$ cat src/rtl/mips_ctrl_pkg.sv
// Shared encodings for the multi-cycle MIPS controller, ALU control and datapath.
// Opcodes, 4-bit sequencer states and the mux/ALU select encodings.
package mips_ctrl_pkg;

    localparam logic [5:0] OP_R    = 6'b000000;
    localparam logic [5:0] OP_ADDI = 6'b001000;
    localparam logic [5:0] OP_LW   = 6'b100011;
    localparam logic [5:0] OP_SW   = 6'b101011;
    localparam logic [5:0] OP_J    = 6'b000010;
    localparam logic [5:0] OP_BEQ  = 6'b000100;
    localparam logic [5:0] OP_BNE  = 6'b000101;

    typedef enum logic [3:0] {
        S_RESET0    = 4'd0,
        S_FETCH     = 4'd1,
        S_DECODE    = 4'd2,
        S_MEM_ADDR  = 4'd3,
        S_MEM_RD    = 4'd4,
        S_MEM_WB    = 4'd5,
        S_MEM_WR    = 4'd6,
        S_R_EXEC    = 4'd7,
        S_R_WB      = 4'd8,
        S_BRANCH    = 4'd9,
        S_JUMP      = 4'd10,
        S_ADDI_EXEC = 4'd11,
        S_ADDI_WB   = 4'd12
    } state_e;

    typedef enum logic [1:0] {
        ALU_ADD   = 2'b00,
        ALU_SUB   = 2'b01,
        ALU_FUNCT = 2'b10
    } alu_op_e;

    typedef enum logic [1:0] {
        ASB_RT      = 2'b00,
        ASB_FOUR    = 2'b01,
        ASB_IMM     = 2'b10,
        ASB_IMM_SL2 = 2'b11
    } alu_src_b_e;

    typedef enum logic [1:0] {
        PCS_ALU    = 2'b00,
        PCS_ALUOUT = 2'b01,
        PCS_JUMP   = 2'b10
    } pc_src_e;

    function automatic logic is_known_op(input logic [5:0] op);
        case (op)
            OP_R, OP_ADDI, OP_LW, OP_SW, OP_J, OP_BEQ, OP_BNE: return 1'b1;
            default:                                           return 1'b0;
        endcase
    endfunction

endpackage

$ cat src/rtl/mips_ctrl_outdec.sv
// Pure combinational decode of sequencer state (plus op_q, zero, mem_ready) to datapath controls.
// RESET0 and unused codes drive every control low.
module mips_ctrl_outdec
    import mips_ctrl_pkg::*;
(
    input  state_e      state,
    input  logic [5:0]  op_q,
    input  logic [5:0]  opcode,
    input  logic        zero,
    input  logic        mem_ready,
    output logic        pc_write,
    output logic        ir_write,
    output logic        i_or_d,
    output logic        mem_read,
    output logic        mem_write,
    output logic        mem_to_reg,
    output logic        reg_dst,
    output logic        reg_write,
    output logic        alu_src_a,
    output logic [1:0]  alu_src_b,
    output logic [1:0]  alu_op,
    output logic [1:0]  pc_source,
    output logic        illegal_op
);

    always_comb begin
        pc_write   = 1'b0;
        ir_write   = 1'b0;
        i_or_d     = 1'b0;
        mem_read   = 1'b0;
        mem_write  = 1'b0;
        mem_to_reg = 1'b0;
        reg_dst    = 1'b0;
        reg_write  = 1'b0;
        alu_src_a  = 1'b0;
        alu_src_b  = ASB_RT;
        alu_op     = ALU_ADD;
        pc_source  = PCS_ALU;
        illegal_op = 1'b0;
        case (state)
            S_FETCH: begin
                mem_read  = 1'b1;
                alu_src_b = ASB_FOUR;
                ir_write  = mem_ready;
                pc_write  = mem_ready;
            end
            S_DECODE: begin
                alu_src_b  = ASB_IMM_SL2;
                illegal_op = ~is_known_op(opcode);
            end
            S_MEM_ADDR, S_ADDI_EXEC: begin
                alu_src_a = 1'b1;
                alu_src_b = ASB_IMM;
            end
            S_MEM_RD: begin
                mem_read = 1'b1;
                i_or_d   = 1'b1;
            end
            S_MEM_WB: begin
                reg_write  = 1'b1;
                mem_to_reg = 1'b1;
            end
            S_MEM_WR: begin
                mem_write = 1'b1;
                i_or_d    = 1'b1;
            end
            S_R_EXEC: begin
                alu_src_a = 1'b1;
                alu_op    = ALU_FUNCT;
            end
            S_R_WB: begin
                reg_write = 1'b1;
                reg_dst   = 1'b1;
            end
            S_ADDI_WB: reg_write = 1'b1;
            S_BRANCH: begin
                alu_src_a = 1'b1;
                alu_op    = ALU_SUB;
                pc_source = PCS_ALUOUT;
                pc_write  = ((op_q == OP_BEQ) & zero) | ((op_q == OP_BNE) & ~zero);
            end
            S_JUMP: begin
                pc_source = PCS_JUMP;
                pc_write  = 1'b1;
            end
            default: ;
        endcase
    end

endmodule

$ cat src/rtl/mips_multicycle_ctrl.sv
// Multi-cycle sequencer: holds state/op_q, stalls FETCH/MEM_RD/MEM_WR on mem_ready, decodes via outdec.
// Optional retire counter under `ifdef MIPS_CTRL_PERF_CNT_EN.
module mips_multicycle_ctrl
    import mips_ctrl_pkg::*;
#(
    parameter int unsigned CNT_W = 32
) (
    input  logic              clk,
    input  logic              rst_n,
    input  logic [5:0]        opcode,
    input  logic              zero,
    input  logic              mem_ready,
    output logic              pc_write,
    output logic              ir_write,
    output logic              i_or_d,
    output logic              mem_read,
    output logic              mem_write,
    output logic              mem_to_reg,
    output logic              reg_dst,
    output logic              reg_write,
    output logic              alu_src_a,
    output logic [1:0]        alu_src_b,
    output logic [1:0]        alu_op,
    output logic [1:0]        pc_source,
    output logic              illegal_op,
`ifdef MIPS_CTRL_PERF_CNT_EN
    output logic [CNT_W-1:0]  retire_count,
`endif
    output logic [3:0]        state_o
);

    state_e     state_q;
    logic [5:0] op_q;

    always_ff @(posedge clk or negedge rst_n) begin
        if (!rst_n) begin
            state_q <= S_RESET0;
            op_q    <= '0;
        end else begin
            case (state_q)
                S_RESET0: state_q <= S_FETCH;
                S_FETCH:  if (mem_ready) state_q <= S_DECODE;
                S_DECODE: begin
                    op_q <= opcode;
                    case (opcode)
                        OP_LW, OP_SW:    state_q <= S_MEM_ADDR;
                        OP_R:            state_q <= S_R_EXEC;
                        OP_ADDI:         state_q <= S_ADDI_EXEC;
                        OP_BEQ, OP_BNE:  state_q <= S_BRANCH;
                        OP_J:            state_q <= S_JUMP;
                        default:         state_q <= S_FETCH;
                    endcase
                end
                S_MEM_ADDR:  state_q <= (op_q == OP_LW) ? S_MEM_RD : S_MEM_WR;
                S_MEM_RD:    if (mem_ready) state_q <= S_MEM_WB;
                S_MEM_WR:    if (mem_ready) state_q <= S_FETCH;
                S_R_EXEC:    state_q <= S_R_WB;
                S_ADDI_EXEC: state_q <= S_ADDI_WB;
                default:     state_q <= S_FETCH;
            endcase
        end
    end

    assign state_o = state_q;

`ifdef MIPS_CTRL_PERF_CNT_EN
    logic             retire;
    logic [CNT_W-1:0] retire_count_q;

    // An illegal opcode leaves DECODE straight to FETCH and is deliberately not counted.
    always_comb begin
        case (state_q)
            S_MEM_WB, S_R_WB, S_ADDI_WB, S_BRANCH, S_JUMP: retire = 1'b1;
            S_MEM_WR:                                       retire = mem_ready;
            default:                                        retire = 1'b0;
        endcase
    end

    always_ff @(posedge clk or negedge rst_n) begin
        if (!rst_n) retire_count_q <= '0;
        else if (retire) retire_count_q <= retire_count_q + 1'b1;
    end

    assign retire_count = retire_count_q;
`else
    logic unused_cnt_w;
    assign unused_cnt_w = (CNT_W == 0);
`endif

    mips_ctrl_outdec u_outdec (
        .state      (state_q),
        .op_q       (op_q),
        .opcode     (opcode),
        .zero       (zero),
        .mem_ready  (mem_ready),
        .pc_write   (pc_write),
        .ir_write   (ir_write),
        .i_or_d     (i_or_d),
        .mem_read   (mem_read),
        .mem_write  (mem_write),
        .mem_to_reg (mem_to_reg),
        .reg_dst    (reg_dst),
        .reg_write  (reg_write),
        .alu_src_a  (alu_src_a),
        .alu_src_b  (alu_src_b),
        .alu_op     (alu_op),
        .pc_source  (pc_source),
        .illegal_op (illegal_op)
    );

endmodule

$ cat config.mk
export PLATFORM = sky130hd
export DESIGN_NAME = mips_multicycle_ctrl
export DESIGN_NICKNAME = d
export VERILOG_FILES = /design/src/rtl/mips_ctrl_pkg.sv /design/src/rtl/mips_ctrl_outdec.sv /design/src/rtl/mips_multicycle_ctrl.sv
export SDC_FILE = /design/constraint.sdc
export NUM_CORES = 1
export LEC_CHECK = 0
export ABC_AREA = 1
export CORE_ASPECT_RATIO = 1.1
export CORE_MARGIN = 5
export CORE_UTILIZATION = 30
export CTS_CLUSTER_DIAMETER = 50
export CTS_CLUSTER_SIZE = 10
export DETAILED_ROUTE_END_ITERATION = 10
export PLACE_DENSITY = 0.58
export SLEW_MARGIN = 20
export SYNTH_ARGS = -nofsm -noshare
export SYNTH_HDL_FRONTEND = slang
export SYNTH_HIERARCHICAL = 1
export SYNTH_SLANG_ARGS = --single-unit
$ cat constraint.sdc
create_clock -name clk -period 3.4 [get_ports clk]
set_clock_uncertainty 0.1 [all_clocks]
set_input_delay 0.68 -clock clk [delete_from_list [all_inputs] [get_ports clk]]
set_output_delay 0.68 -clock clk [all_outputs]
set_load 0.1 [all_outputs]
# Word level (Yosys, flattened, before mapping)

Cells that the tools add are included.

Reductions and logical operators: 10
Multiplexer cells: 21
Equal/unequal tests: 24
Bitwise logic cells: 5

Operators with widths:

| operator             | count |
|---|---|
| $pmux W4 S7          | 1 |
| $eq A6 B3 Y1 const B | 4 |
| $eq A4 B4 Y1 const B | 5 |
| $pmux W4 S5          | 1 |
| $eq A6 B6 Y1 const B | 3 |
| $eq A4 B3 Y1 const B | 4 |
| $mux W4              | 3 |
| $mux W1              | 11 |
| $reduce_or A2 Y1     | 5 |
| $eq A4 B2 Y1 const B | 2 |
| $pmux W2 S2          | 2 |
| $reduce_or A7 Y1     | 1 |
| $eq A6 B2 Y1 const B | 1 |
| $eq A6 B4 Y1 const B | 1 |
| $logic_not A6 Y1     | 1 |
| $ne A2 B2 Y1 const B | 3 |
| $pmux W2 S3          | 1 |
| $eq A4 B1 Y1 const B | 1 |
| $reduce_or A4 Y1     | 1 |
| $pmux W1 S3          | 1 |
| $reduce_and A3 Y1    | 1 |
| $reduce_or A3 Y1     | 1 |
| $and A1 B1 Y1        | 2 |
| $mux W2              | 1 |
| other kinds (2)      | 3 |

Input port bits: 10
Output and inout bits: 20
Logic and storage cells: 62
Bits in registers: 10

# Longest topological paths before layout

Depth in word-level cells: 6
Mapped depth: 8

# Cells and area by module

The synthesis kept the hierarchy.

By module, submodules not included:

| module               | area each (sq um) | cells an instance | instances |
|---|---|---|---|
| mips_multicycle_ctrl | 629.4             | 92                | 1 |
| mips_ctrl_outdec     | 264.0             | 62                | 1 |

# Least setup slack after synthesis

OpenSTA, ideal clock, no wires.

Kind: register -> output
From: register state_q[2] (netlist: state_o[2])
To: output port mem_write
Slack: -0.835 ns
Cell stages (with the launch flop): 5
Buffers on the path: 0
Data arrival time: 3.455 ns
Required time: 2.620 ns
Cell sequence: dfrtp_1 > inv_1 > nor2_1 > inv_1 > nor3_1

Word-level cells in the longest chain between the ends: 2

Ends and longest elaborated chain:

| what                   | RTL line                   | RTL |
|---|---|---|
| from (decl)            | mips_multicycle_ctrl.sv:32 | `state_e state_q;` |
| from (signal assigned) | mips_multicycle_ctrl.sv:54 | `S_MEM_ADDR: state_q <= (op_q == OP_LW) ? S_MEM_RD : S_MEM_WR;` |
| $eq A4 B3 Y1           | mips_ctrl_outdec.sv:40     | `case (state)` |
| $mux W1                | mips_ctrl_outdec.sv:40     |  |
| to (decl)              | mips_multicycle_ctrl.sv:17 | `output logic mem_write,` |

Every way passes these cells.

# Final worst setup path

From: input port opcode[3]
To: output port illegal_op

Word-level cells in the longest chain between the ends: 6
Elaborated cells on any way between the ends: 12
Those cells by class: eq/ne (6); mux (3); bitwise (1); reduce/logical (2)

Ends and longest elaborated chain:

| what                                 | RTL line                   | RTL |
|---|---|---|
| from (decl)                          | mips_multicycle_ctrl.sv:10 | `input logic [5:0] opcode,` |
| $eq A6 B4 Y1 (tied with other cells) | mips_ctrl_pkg.sv:49        | `case (op)` |
| $reduce_or A7 Y1 *                   | mips_ctrl_pkg.sv:49        |  |
| $mux W1 *                            | mips_ctrl_pkg.sv:49        |  |
| $mux W1 *                            | mips_ctrl_outdec.sv:40     |  |
| $not A1 Y1 *                         | mips_ctrl_outdec.sv:49     | `illegal_op = ~is_known_op(opcode);` |
| $mux W1 *                            | mips_ctrl_outdec.sv:40     |  |
| to (decl)                            | mips_multicycle_ctrl.sv:25 | `output logic illegal_op,` |

Mark *: on every way between the ends. The rest lies on a longest branch, timed or not. The select of a mux whose other input is x is not followed.

==> metrics.md <==
| Metric | Value |
|---|---|
| Run status | `finished, final reports clean` |
| First-pass GRT wire length | `3940 um` |
| GRT overflow | `0` |
| Crit path required time | `2.62 ns` |
| Final cell count without fillers | `219` |
| Max-cap violations | `0` |
| Root Buffer | `clkbuf_4` |
| Critical path's most frequent cell | `nand2_1` |
| Gp weighted congestion | `0.845` |
| Synth-to-Final Area Change | `38.8%` |
| Fin crit share | `77.6%` |
| DR DRC count | `0` |
| Worst Path Max Fanout | `6` |
| TritonCTS clock tree | `done` |
| Die Y | `67.2 um` |
| Drt first pass iters | `4` |
| Worst slew margin | `70.3%` |
| Average wire per standard cell | `10.6 um` |
| Core Util, Final | `44.2%` |
| Crit start category | `input pin` |
| Vias per Instance | `4.75` |
| H-tree level count | `1` |
| Warnings from Yosys | `6` |
| All-Layer GR Usage | `12.3%` |
| Final min period | `2.64 ns` |
| Starting density of the core | `31.9%` |
| Reg2reg setup slack | `1.95 ns` |
| Die width | `62.0 um` |
| Placed cell count | `215` |
| Mapped Cells | `154` |
| Worst min-delay path category | `register to register` |
| Via count | `1041` |
| Setup violations, final | `0` |
| FMAX | `379 MHz` |
| Maximum buffer depth of the clock tree | `2` |
| Crit path cell chain | `clkdlybuf4s50_1, nand2_1, nand2_1, nand2_1, a21oi_2, buf_12` |
| Crit path DAT | `1.86 ns` |
| Clk Latency, worst-skew pair | `0.26 ns` |
| Setup_tns | `0 ns` |
| Slowest CP cell | `clkdlybuf4s50_1` |
| DP HPWL | `1920 um` |
| Vias in the first global route | `979` |
| Hold Violations, Final | `0` |
| Ant diodes | `0` |
| Final net count | `197` |
| Largest net degree at the start of global routing | `11` |
| Cell variety after synth | `19` |
| Setup bufs post-CTS | `0` |
| CP delay by family, top | `buffers and inverters` |
| DRT iter0 DRCs | `48` |
| Core ar. | `2800 um^2` |
| Full die area | `4170 um^2` |
| Share of cells above drive strength 1 | `22.0%` |
| Worst Path Class, Setup | `input pin to output pin` |
| Syn avg cell area | `5.80 um^2` |
| Cell Area, Synth | `893 um^2` |
| RSZ-0062 raised after global routing | `no` |
| CTS buffer count | `3` |
| Drt total wl | `2330 um` |
| Critical Path End Type | `output pin` |
| Post-Syn Nets | `164` |
| Row cnt | `20` |
| Largest stage delay, worst path | `0.58 ns` |
| I/O pin cnt | `30` |
| Antenna-violating nets left | `0` |
| Port buffer count | `29` |
| Antenna violations before repair | `0` |
| Worst-Margin Slew | `0.445 ns` |
| Clock Sinks | `10` |
| Register area share after synthesis | `28.0%` |
| Max Slew Vio Count | `0` |
| Buf/Inv on CP | `2` |
| CTS Hold Bufs | `0` |
| # resized after CTS | `0` |
| Synth Register Bits | `10` |
| CTS clk-pin slew, worst paths | `0.07 ns` |
-- final timing paths --
| path | cells past startpoint | endpoint | from |
|---|---|---|---|
| setup / recovery | 6 | illegal_op | opcode[3] |
| hold / removal | 2 | op_q[3]$_DFFE_PN0P_ | op_q[3]$_DFFE_PN0P_ |
| setup reg to reg | 8 | state_o[0]$_DFFE_PN0P_ | state_o[3]$_DFFE_PN0P_ |
| hold reg to reg | 2 | op_q[3]$_DFFE_PN0P_ | op_q[3]$_DFFE_PN0P_ |
| max in group asynchronous | 1 | state_o[2]$_DFFE_PN0P_ | rst_n |
| min in group asynchronous | 1 | op_q[0]$_DFFE_PN0P_ | rst_n |
-- logic make-up (layout without fill, tap and decap cells) --
logic type	Yosys count	count (layout)	synth area share [%]
AND/OR/NAND/NOR	106	106	54.1
buffers and inverters	30	62	13.0
flip-flops	10	10	28.0
AO/OA/AOI/OAI	8	8	4.90
-- worst min-delay path, cell delays in order, from the launching register on --
cell and delay (ns):
dfrtp_1 0.37, nand2_1 0.06, nand2_1 0.05
-- through the flow --
| step | setup WS, ns | cell area [um^2] | hold WS (ns) |
|---|---|---|---|
| 3_3_place_gp | 0.805 | 1200 | 0.387 |
| 6_report | 0.761 | 1240 | 0.413 |
| 3_5_place_dp | 0.766 | 1200 | 0.392 |
| 5_1_grt | 0.657 | 1240 | 0.430 |
| 4_1_cts | 0.763 | 1240 | 0.409 |
| 2_1_floorplan | 0.00318 | 905 | 0.284 |
-- synthesized netlist by cell type --
| master | number | share of area (%) |
|---|---|---|
| o21ai_2 | 1 | 0.98 |
| a21oi_1 | 1 | 0.56 |
| nand3b_1 | 1 | 0.84 |
| nor2_4 | 2 | 2.5 |
| nor2_1 | 21 | 8.8 |
| nand3_1 | 16 | 9.0 |
| nor2_2 | 2 | 1.4 |
| nand4_1 | 3 | 2.1 |
| dfrtp_1 | 10 | 28 |
| inv_1 | 25 | 11 |
| nor3_1 | 2 | 1.1 |
| nor2_8 | 1 | 2.2 |
| nand2_2 | 2 | 1.4 |
| buf_4 | 1 | 0.84 |
| inv_2 | 4 | 1.7 |
| or2_2 | 1 | 0.70 |
| nand2_4 | 1 | 1.3 |
| nand2_1 | 54 | 23 |
| o21ai_0 | 6 | 3.4 |
-- cell type report --
class,instances,area [um^2]
fill,298,1560
multi-input combinational,114,538
timing repair buffer,29,265
sequential,10,250
inverter,29,109
tap,33,41.3
clock buffer,4,36.3
-- registers in the layout, summed over array words and instances (netlist names) --
name,flops
state_o,4
op_q,6
-- metal layers --
layer | routed length (um) | track usage [%]
met1 | 1030 | 14.9
met2 | 1050 | 21.1
met3 | 206 | 1.34
met4 | 41 | 5.57
met5 | 0 | 0
-- layout by cell type, fill, tap and decap left out, drive strengths merged --
| cell type | count |
|---|---|
| buf | 20 |
| dfrtp | 10 |
| nand2 | 57 |
| nor3 | 2 |
| nor2 | 26 |
| nand3 | 16 |
| o21ai | 7 |
| nand3b | 1 |
| or2 | 1 |
| nand4 | 3 |
| a21oi | 1 |
| inv | 29 |
| clkdlybuf4s50 | 9 |
| clkbuf | 4 |
Power is not shown: default switching activity piles up to over one toggle a cycle in this logic, so the estimate is an artifact.
